### src/rtl/alu_issue_pkg.sv
// Shared constants for the ALU issue front end and the ALU itself.
//   - Opcode / opext encodings of the 16-bit instruction word
//   - CLFZN flag bit positions
//   - Issue FSM state encoding
//   - Small decode helpers shared by the issue logic
package alu_issue_pkg;

  localparam int unsigned DataW   = 16;
  localparam int unsigned NumRegs = 16;
  localparam int unsigned AddrW   = 4;
  localparam int unsigned FlagW   = 5;

  // Primary opcodes, instr[15:12]
  localparam logic [3:0] OpRType = 4'b0000;  // register-register group
  localparam logic [3:0] OpAddi  = 4'b0101;
  localparam logic [3:0] OpAddui = 4'b0110;
  localparam logic [3:0] OpAddci = 4'b0111;
  localparam logic [3:0] OpShift = 4'b1000;  // shift group, LSH is register form
  localparam logic [3:0] OpSubi  = 4'b1001;
  localparam logic [3:0] OpRExt  = 4'b1010;  // second register-register group
  localparam logic [3:0] OpCmpi  = 4'b1011;
  localparam logic [3:0] OpMovi  = 4'b1101;
  localparam logic [3:0] OpMuli  = 4'b1110;

  // Extended opcodes, instr[7:4]
  localparam logic [3:0] ExtNop  = 4'b0000;
  localparam logic [3:0] ExtCmpu = 4'b0010;  // under OpRExt
  localparam logic [3:0] ExtLsh  = 4'b0100;  // under OpShift
  localparam logic [3:0] ExtAdd  = 4'b0101;
  localparam logic [3:0] ExtAddu = 4'b0110;
  localparam logic [3:0] ExtCmp  = 4'b1011;
  localparam logic [3:0] ExtMov  = 4'b1101;

  // CLFZN bit positions
  localparam int unsigned FlagC = 4;
  localparam int unsigned FlagL = 3;
  localparam int unsigned FlagF = 2;
  localparam int unsigned FlagZ = 1;
  localparam int unsigned FlagN = 0;

  typedef enum logic [1:0] {
    StIdle = 2'd0,
    StExec = 2'd1,
    StWb   = 2'd2
  } state_e;

  // Register forms take B from rf[Rsrc]; everything else uses imm8.
  function automatic logic is_reg_form(input logic [3:0] op, input logic [3:0] ext);
    return (op == OpRType) || (op == OpRExt) || ((op == OpShift) && (ext == ExtLsh));
  endfunction

  // Compares only update the status register.
  function automatic logic is_cmp(input logic [3:0] op, input logic [3:0] ext);
    return ((op == OpRType) && (ext == ExtCmp)) || (op == OpCmpi) ||
           ((op == OpRExt) && (ext == ExtCmpu));
  endfunction

  function automatic logic is_nop(input logic [3:0] op, input logic [3:0] ext);
    return (op == OpRType) && (ext == ExtNop);
  endfunction

  function automatic logic [DataW-1:0] sext8(input logic [7:0] imm);
    return {{(DataW - 8){imm[7]}}, imm};
  endfunction

  function automatic logic [DataW-1:0] zext8(input logic [7:0] imm);
    return {{(DataW - 8){1'b0}}, imm};
  endfunction

endpackage

### src/rtl/alu_issue_ctrl_regfile16.sv
// 16 x 16-bit register file for the ALU issue front end.
//   clk_i            rising-edge clock
//   rst_i            asynchronous active-high clear of every entry
//   raddr_a_i/_b_i   combinational read ports (operand fetch)
//   rdata_a_o/_b_o   read data
//   dbg_addr_i       debug read select
//   dbg_rdata_o      debug read data
//   we_i, waddr_i,   single synchronous write port
//   wdata_i
module regfile16
  import alu_issue_pkg::*;
(
  input  logic             clk_i,
  input  logic             rst_i,
  input  logic [AddrW-1:0] raddr_a_i,
  output logic [DataW-1:0] rdata_a_o,
  input  logic [AddrW-1:0] raddr_b_i,
  output logic [DataW-1:0] rdata_b_o,
  input  logic [AddrW-1:0] dbg_addr_i,
  output logic [DataW-1:0] dbg_rdata_o,
  input  logic             we_i,
  input  logic [AddrW-1:0] waddr_i,
  input  logic [DataW-1:0] wdata_i
);

  logic [DataW-1:0] mem_q [NumRegs];

  always_ff @(posedge clk_i or posedge rst_i) begin
    if (rst_i) begin
      for (int i = 0; i < int'(NumRegs); i++) begin
        mem_q[i] <= '0;
      end
    end else if (we_i) begin
      mem_q[waddr_i] <= wdata_i;
    end
  end

  // No write-through bypass: the issue FSM never reads in the cycle it writes.
  assign rdata_a_o   = mem_q[raddr_a_i];
  assign rdata_b_o   = mem_q[raddr_b_i];
  assign dbg_rdata_o = mem_q[dbg_addr_i];

endmodule

### src/rtl/alu_issue_ctrl.sv
// Issue/sequencing front end for the external combinational ALU.
// Accepts one instruction word per three cycles (IDLE -> EXEC -> WB), fetches operands
// from the internal register file, presents registered operands to the ALU, captures the
// ALU result and CLFZN flags, then writes back and updates the status register.
//   clk, reset            clock, asynchronous active-high reset
//   instr_valid/_ready    instruction handshake; instr_word carries the instruction
//   alu_opcode/_opext     decoded fields to the ALU
//   alu_a, alu_b          registered operands to the ALU
//   alu_s, alu_flags      ALU result and CLFZN flags
//   psr                   latched CLFZN
//   retire                one-cycle pulse in WB
//   dbg_addr/_rdata       combinational debug read of the register file
module alu_issue_ctrl
  import alu_issue_pkg::*;
(
  input  logic             clk,
  input  logic             reset,
  input  logic             instr_valid,
  input  logic [15:0]      instr_word,
  output logic             instr_ready,
  output logic [3:0]       alu_opcode,
  output logic [3:0]       alu_opext,
  output logic [DataW-1:0] alu_a,
  output logic [DataW-1:0] alu_b,
  input  logic [DataW-1:0] alu_s,
  input  logic [FlagW-1:0] alu_flags,
  output logic [FlagW-1:0] psr,
  output logic             retire,
  input  logic [AddrW-1:0] dbg_addr,
  output logic [DataW-1:0] dbg_rdata
);

  state_e state_q, state_d;

  logic [3:0]       opcode_q, opcode_d;
  logic [3:0]       opext_q, opext_d;
  logic [AddrW-1:0] rd_q, rd_d;
  logic [DataW-1:0] a_q, a_d;
  logic [DataW-1:0] b_q, b_d;
  logic [DataW-1:0] s_q, s_d;
  logic [FlagW-1:0] flags_q, flags_d;
  logic [FlagW-1:0] psr_q, psr_d;

  logic             accept;
  logic             rf_we;
  logic [DataW-1:0] rf_rdata_dest;
  logic [DataW-1:0] rf_rdata_src;

  // Instruction word fields
  logic [3:0] in_op, in_ext;
  logic [3:0] in_rd, in_rs;
  logic [7:0] in_imm;

  assign in_op  = instr_word[15:12];
  assign in_rd  = instr_word[11:8];
  assign in_ext = instr_word[7:4];
  assign in_rs  = instr_word[3:0];
  assign in_imm = instr_word[7:0];

  assign accept = instr_valid && instr_ready;

  // ---------------------------------------------------------------------------
  // Register file
  // ---------------------------------------------------------------------------
  regfile16 u_regfile (
    .clk_i      (clk),
    .rst_i      (reset),
    .raddr_a_i  (in_rd),
    .rdata_a_o  (rf_rdata_dest),
    .raddr_b_i  (in_rs),
    .rdata_b_o  (rf_rdata_src),
    .dbg_addr_i (dbg_addr),
    .dbg_rdata_o(dbg_rdata),
    .we_i       (rf_we),
    .waddr_i    (rd_q),
    .wdata_i    (s_q)
  );

  // ---------------------------------------------------------------------------
  // FSM: state register
  // ---------------------------------------------------------------------------
  always_ff @(posedge clk or posedge reset) begin
    if (reset) begin
      state_q <= StIdle;
    end else begin
      state_q <= state_d;
    end
  end

  // FSM: next state
  always_comb begin
    state_d = state_q;
    unique case (state_q)
      StIdle:  if (accept) state_d = StExec;
      StExec:  state_d = StWb;
      StWb:    state_d = StIdle;
      default: state_d = StIdle;
    endcase
  end

  // FSM: outputs
  always_comb begin
    instr_ready = 1'b0;
    retire      = 1'b0;
    rf_we       = 1'b0;
    unique case (state_q)
      StIdle:  instr_ready = 1'b1;
      StExec:  ;
      StWb: begin
        retire = 1'b1;
        rf_we  = !is_nop(opcode_q, opext_q) && !is_cmp(opcode_q, opext_q);
      end
      default: ;
    endcase
  end

  // ---------------------------------------------------------------------------
  // Datapath next state
  // ---------------------------------------------------------------------------
  always_comb begin
    opcode_d = opcode_q;
    opext_d  = opext_q;
    rd_d     = rd_q;
    a_d      = a_q;
    b_d      = b_q;
    s_d      = s_q;
    flags_d  = flags_q;
    psr_d    = psr_q;

    if (accept) begin
      opcode_d = in_op;
      opext_d  = in_ext;
      rd_d     = in_rd;

      // Operand A: Rdest, except moves which pass their source through A.
      if ((in_op == OpRType) && (in_ext == ExtMov)) begin
        a_d = rf_rdata_src;
      end else if (in_op == OpMovi) begin
        a_d = sext8(in_imm);
      end else begin
        a_d = rf_rdata_dest;
      end

      // Operand B: Rsrc for register forms, else imm8 (zero-extended only for ADDUI).
      if (is_reg_form(in_op, in_ext)) begin
        b_d = rf_rdata_src;
      end else if (in_op == OpAddui) begin
        b_d = zext8(in_imm);
      end else begin
        b_d = sext8(in_imm);
      end
    end

    if (state_q == StExec) begin
      s_d     = alu_s;
      flags_d = alu_flags;
    end

    if ((state_q == StWb) && !is_nop(opcode_q, opext_q)) begin
      psr_d = flags_q;
    end
  end

  always_ff @(posedge clk or posedge reset) begin
    if (reset) begin
      opcode_q <= '0;
      opext_q  <= '0;
      rd_q     <= '0;
      a_q      <= '0;
      b_q      <= '0;
      s_q      <= '0;
      flags_q  <= '0;
      psr_q    <= '0;
    end else begin
      opcode_q <= opcode_d;
      opext_q  <= opext_d;
      rd_q     <= rd_d;
      a_q      <= a_d;
      b_q      <= b_d;
      s_q      <= s_d;
      flags_q  <= flags_d;
      psr_q    <= psr_d;
    end
  end

  assign alu_opcode = opcode_q;
  assign alu_opext  = opext_q;
  assign alu_a      = a_q;
  assign alu_b      = b_q;
  assign psr        = psr_q;

endmodule

### config.mk
export PLATFORM = sky130hd
export DESIGN_NAME = alu_issue_ctrl
export DESIGN_NICKNAME = d
export VERILOG_FILES = /design/src/rtl/alu_issue_pkg.sv /design/src/rtl/alu_issue_ctrl_regfile16.sv /design/src/rtl/alu_issue_ctrl.sv
export SDC_FILE = /design/constraint.sdc
export NUM_CORES = 1
export LEC_CHECK = 0
export ABC_AREA = 1
export CAP_MARGIN = 20
export CELL_PAD_IN_SITES_DETAIL_PLACEMENT = 1
export CELL_PAD_IN_SITES_GLOBAL_PLACEMENT = 1
export CORE_MARGIN = 2
export CORE_UTILIZATION = 44
export DETAILED_ROUTE_END_ITERATION = 8
export PLACE_DENSITY_LB_ADDON = 0.1
export SYNTH_ARGS = -nofsm -noshare
export SYNTH_HDL_FRONTEND = slang
export SYNTH_SLANG_ARGS = --single-unit
### constraint.sdc
create_clock -name clk -period 16.45 [get_ports clk]
set_input_delay 3.29 -clock clk [delete_from_list [all_inputs] [get_ports clk]]
set_output_delay 3.29 -clock clk [all_outputs]
set_load 0.01 [all_outputs]
==> impl_results.md <==
* Die Width at 228 um
* Placer Congestion at 0.891
* DP HPWL at 63300 um
* Worst Max-Slew Pin Slew at 1.17 ns
* Worst-case clock buffer depth at 3
* Slowest stage cell on the critical path: buf_4
* Fmax at 98.6 MHz
* Fillers at 6472
* Total Power at 3.56 mW
* Initial antenna violation count at 3
* DR vias/cell at 6.34
* Crit path from: dbg_addr[0]
* Die Height at 228 um
* Final wirelength at 107000 um
* Placed instance area at 0.0229 mm^2
* I/O pins at 107
* CTS root buf: clkbuf_16
* Sequential Area at 0.00821 mm^2
* R2r startpoint: alu_opcode[1]
* RSZ-0062 raised after global routing: false
* Avg Inst Size Synth at 6.52 um^2
* Slew margin rel. at 22.1%
* Startpoint types: input port
* Post-layout util at 49.3%
* Resize count post-CTS at 0
* CP Data Arrival Time at 6.85 ns
* Mapped cell area at 0.0220 mm^2
* Commonest non-fill, non-tap cell in the layout: nand2_1
* Routed vias at 25100
* Status: completed
* Fraction of layout cells with a size suffix above 1 at 4.82%
* GRT overflow at 0
* CP peak stage delay at 0.80 ns
* Setup_tns at 0 ns
* Ys async rst share at 100%
* CP delay by family, top: buffers and inverters
* Number of synthesized flops with an enable pin at 0
* Clock Sinks at 328
* Row cnt at 81
* DRC Markers at 0
* Synthesis Warnings at 0
* Flops & latches, synth at 328
* Skew final at 0.0235 ns
* Clock Latency Late Sink at 0.60 ns
* Crit end category: primary output
* # diodes at 0
* Hold Crit Class: flip-flop to flip-flop
* WP buf/inv at 3
* Final Cycle Share at 61.7%
* Worst r2r path cells at 9
* Initial Util at 44.7%
* Maximum fanout along the worst path at 160
* Area of the multi-input gates at 0.0113 mm^2
* Die area at 0.0518 mm^2
* Number of buffers added for setup after CTS at 0
* TritonRoute pass-1 iters at 6
* Largest net degree at the start of global routing at 161
* Number of global-route vias before repair at 25400
* Top FF cell, synth: dfrtp_1
* Core Area at 0.0492 mm^2
* Number of port buffers at 106
* Slew Limit Fails at 0
* Peak supply drop at 0.000116 V
* Minimum clock period at 10.14 ns
* Final net count at 3315
* Hold Violations, Final at 0
* CTS clk-pin slew, worst paths at 0.06 ns
* Final Cell Area at 0.0242 mm^2
* Leak pwr at 12.4 nW
* Worst R2R End: u_regfile.mem_q[136]
* Distinct cells, synth at 31
* CTS tree: built
* Initial DRC count at 2690
* First-pass GRT wire length at 160000 um
* Count of endpoints failing setup in the final report at 0
* Cell Pwr Density at 147 mW/mm^2
* Critical-path cell list: buf_6 > buf_4 > o21ai_0 > a21oi_1 > o22ai_1 > o21ai_0 > clkdlybuf4s50_1
* GRT Overall Usage at 41.5%
* Synth Net Count at 3414
* Most frequent cells in the layout: nand2_1, nand3_1, dfrtp_1, inv_1, nand4_1
* CP dominant cell by count: o21ai_0
* WS Path Type: input port to primary output
* CTS Hold Bufs at 0
* Max Cap Viol at 0
* Sequential area share after synthesis at 37.3%
* Critical Path End: dbg_rdata[4]
* Flop2flop setup slack at 12.71 ns
* Post-synthesis cell count at 3370
* CTS Buf Count at 41
* WL/cell at 26.9 um
* Critical Path RT at 13.16 ns
* Detail Route Antenna Nets at 0
* Area overhead of the layout relative to synthesis at 10.2%
* CTS H-tree depth at 2
* Critical Path Stages at 7
cells in the mapped netlist, types with 6 or more instances:
library cell  number  area, um^2
o221ai_1          28         245
nand3_2            6        60.1
dfrtp_1          328        8210
buf_1             40         150
o21ai_0          149         746
buf_6              7        78.8
nand4_1          258        1610
buf_4             13        97.6
clkbuf_1         101         379
nand3_4           10         175
nand3_1          440        2200
buf_2            136         681
nand2_1         1289        4840
o21ai_1            7        35.0
o211ai_1          32         240
nor2_1            61         229
inv_1            297        1110
a21oi_1          144         721
per-stage QoR:
step / setup slack (ns) / instances / hold slack [ns]
3_5_place_dp: 6.39 / 3892 / 0.458
3_3_place_gp: 6.39 / 3892 / 0.454
4_1_cts: 6.38 / 3964 / 0.472
6_report: 6.31 / 3964 / 0.469
5_1_grt: 6.14 / 3964 / 0.486
2_1_floorplan: 4.08 / 3370 / 0.442
cell type report:
type,count,area share [%]
clock buffers,63,5.25
clock inverters,9,0.315
inverters,304,4.76
multi-input cells,2441,46.5
flip-flops and latches,328,33.9
well taps,664,3.43
repair buffers,155,5.84
worst reg2reg max path, stage by stage (launching register included):
cell     delay (ns)
dfrtp_1        0.40
nor2_1         0.06
nand3_1        0.13
nor3_2         0.09
nor3_4         0.11
buf_4          0.63
buf_4          0.95
nand3_2        0.91
nand2_1        0.26
nand2_1        0.08
report_power, final:
| group | switching (mW) | leakage [nW] | internal [mW] | total (mW) |
|---|---|---|---|---|
| combinational | 0.834 | 7.38 | 0.384 | 1.22 |
| sequential | 0.318 | 4.34 | 1.09 | 1.41 |
| clock | 0.392 | 0.668 | 0.545 | 0.937 |
| total | 1.54 | 12.4 | 2.02 | 3.56 |
worst min path at each step:
stage | start | endpoint | cells after the start
finish | u_regfile.mem_q[205] | u_regfile.mem_q[205] | 2
global route | u_regfile.mem_q[230] | u_regfile.mem_q[230] | 2
CTS | u_regfile.mem_q[238] | u_regfile.mem_q[238] | 2
detailed placement | u_regfile.mem_q[172] | u_regfile.mem_q[172] | 2
global placement | u_regfile.mem_q[136] | u_regfile.mem_q[136] | 2
floorplan | u_regfile.mem_q[100] | u_regfile.mem_q[100] | 2
logic make-up after synthesis:
logic type	share of synthesized area, %
AOI/OAI and AO/OA	9.30
buffers and inverters	11.5
DFF	37.3
and+or+nand+nor	41.9
metal layers:
layer  up-vias  GRT usage, %  share of wire, %
met5         -             0             0.036
met4         6          27.2               7.4
met3       433          10.7                11
met2      1429          61.8                43
met1     12400          53.4                39
li1      10800             -                 -
registers in the layout (all words and copies together) (netlist names):
name and cells:
rd_q 4, u_regfile.mem_q 256, alu_b 16, state_q 2, psr 5, s_q 16, alu_opcode 4, alu_opext 4
alu_a 16, flags_q 5
(Power assumes the default switching activity.)
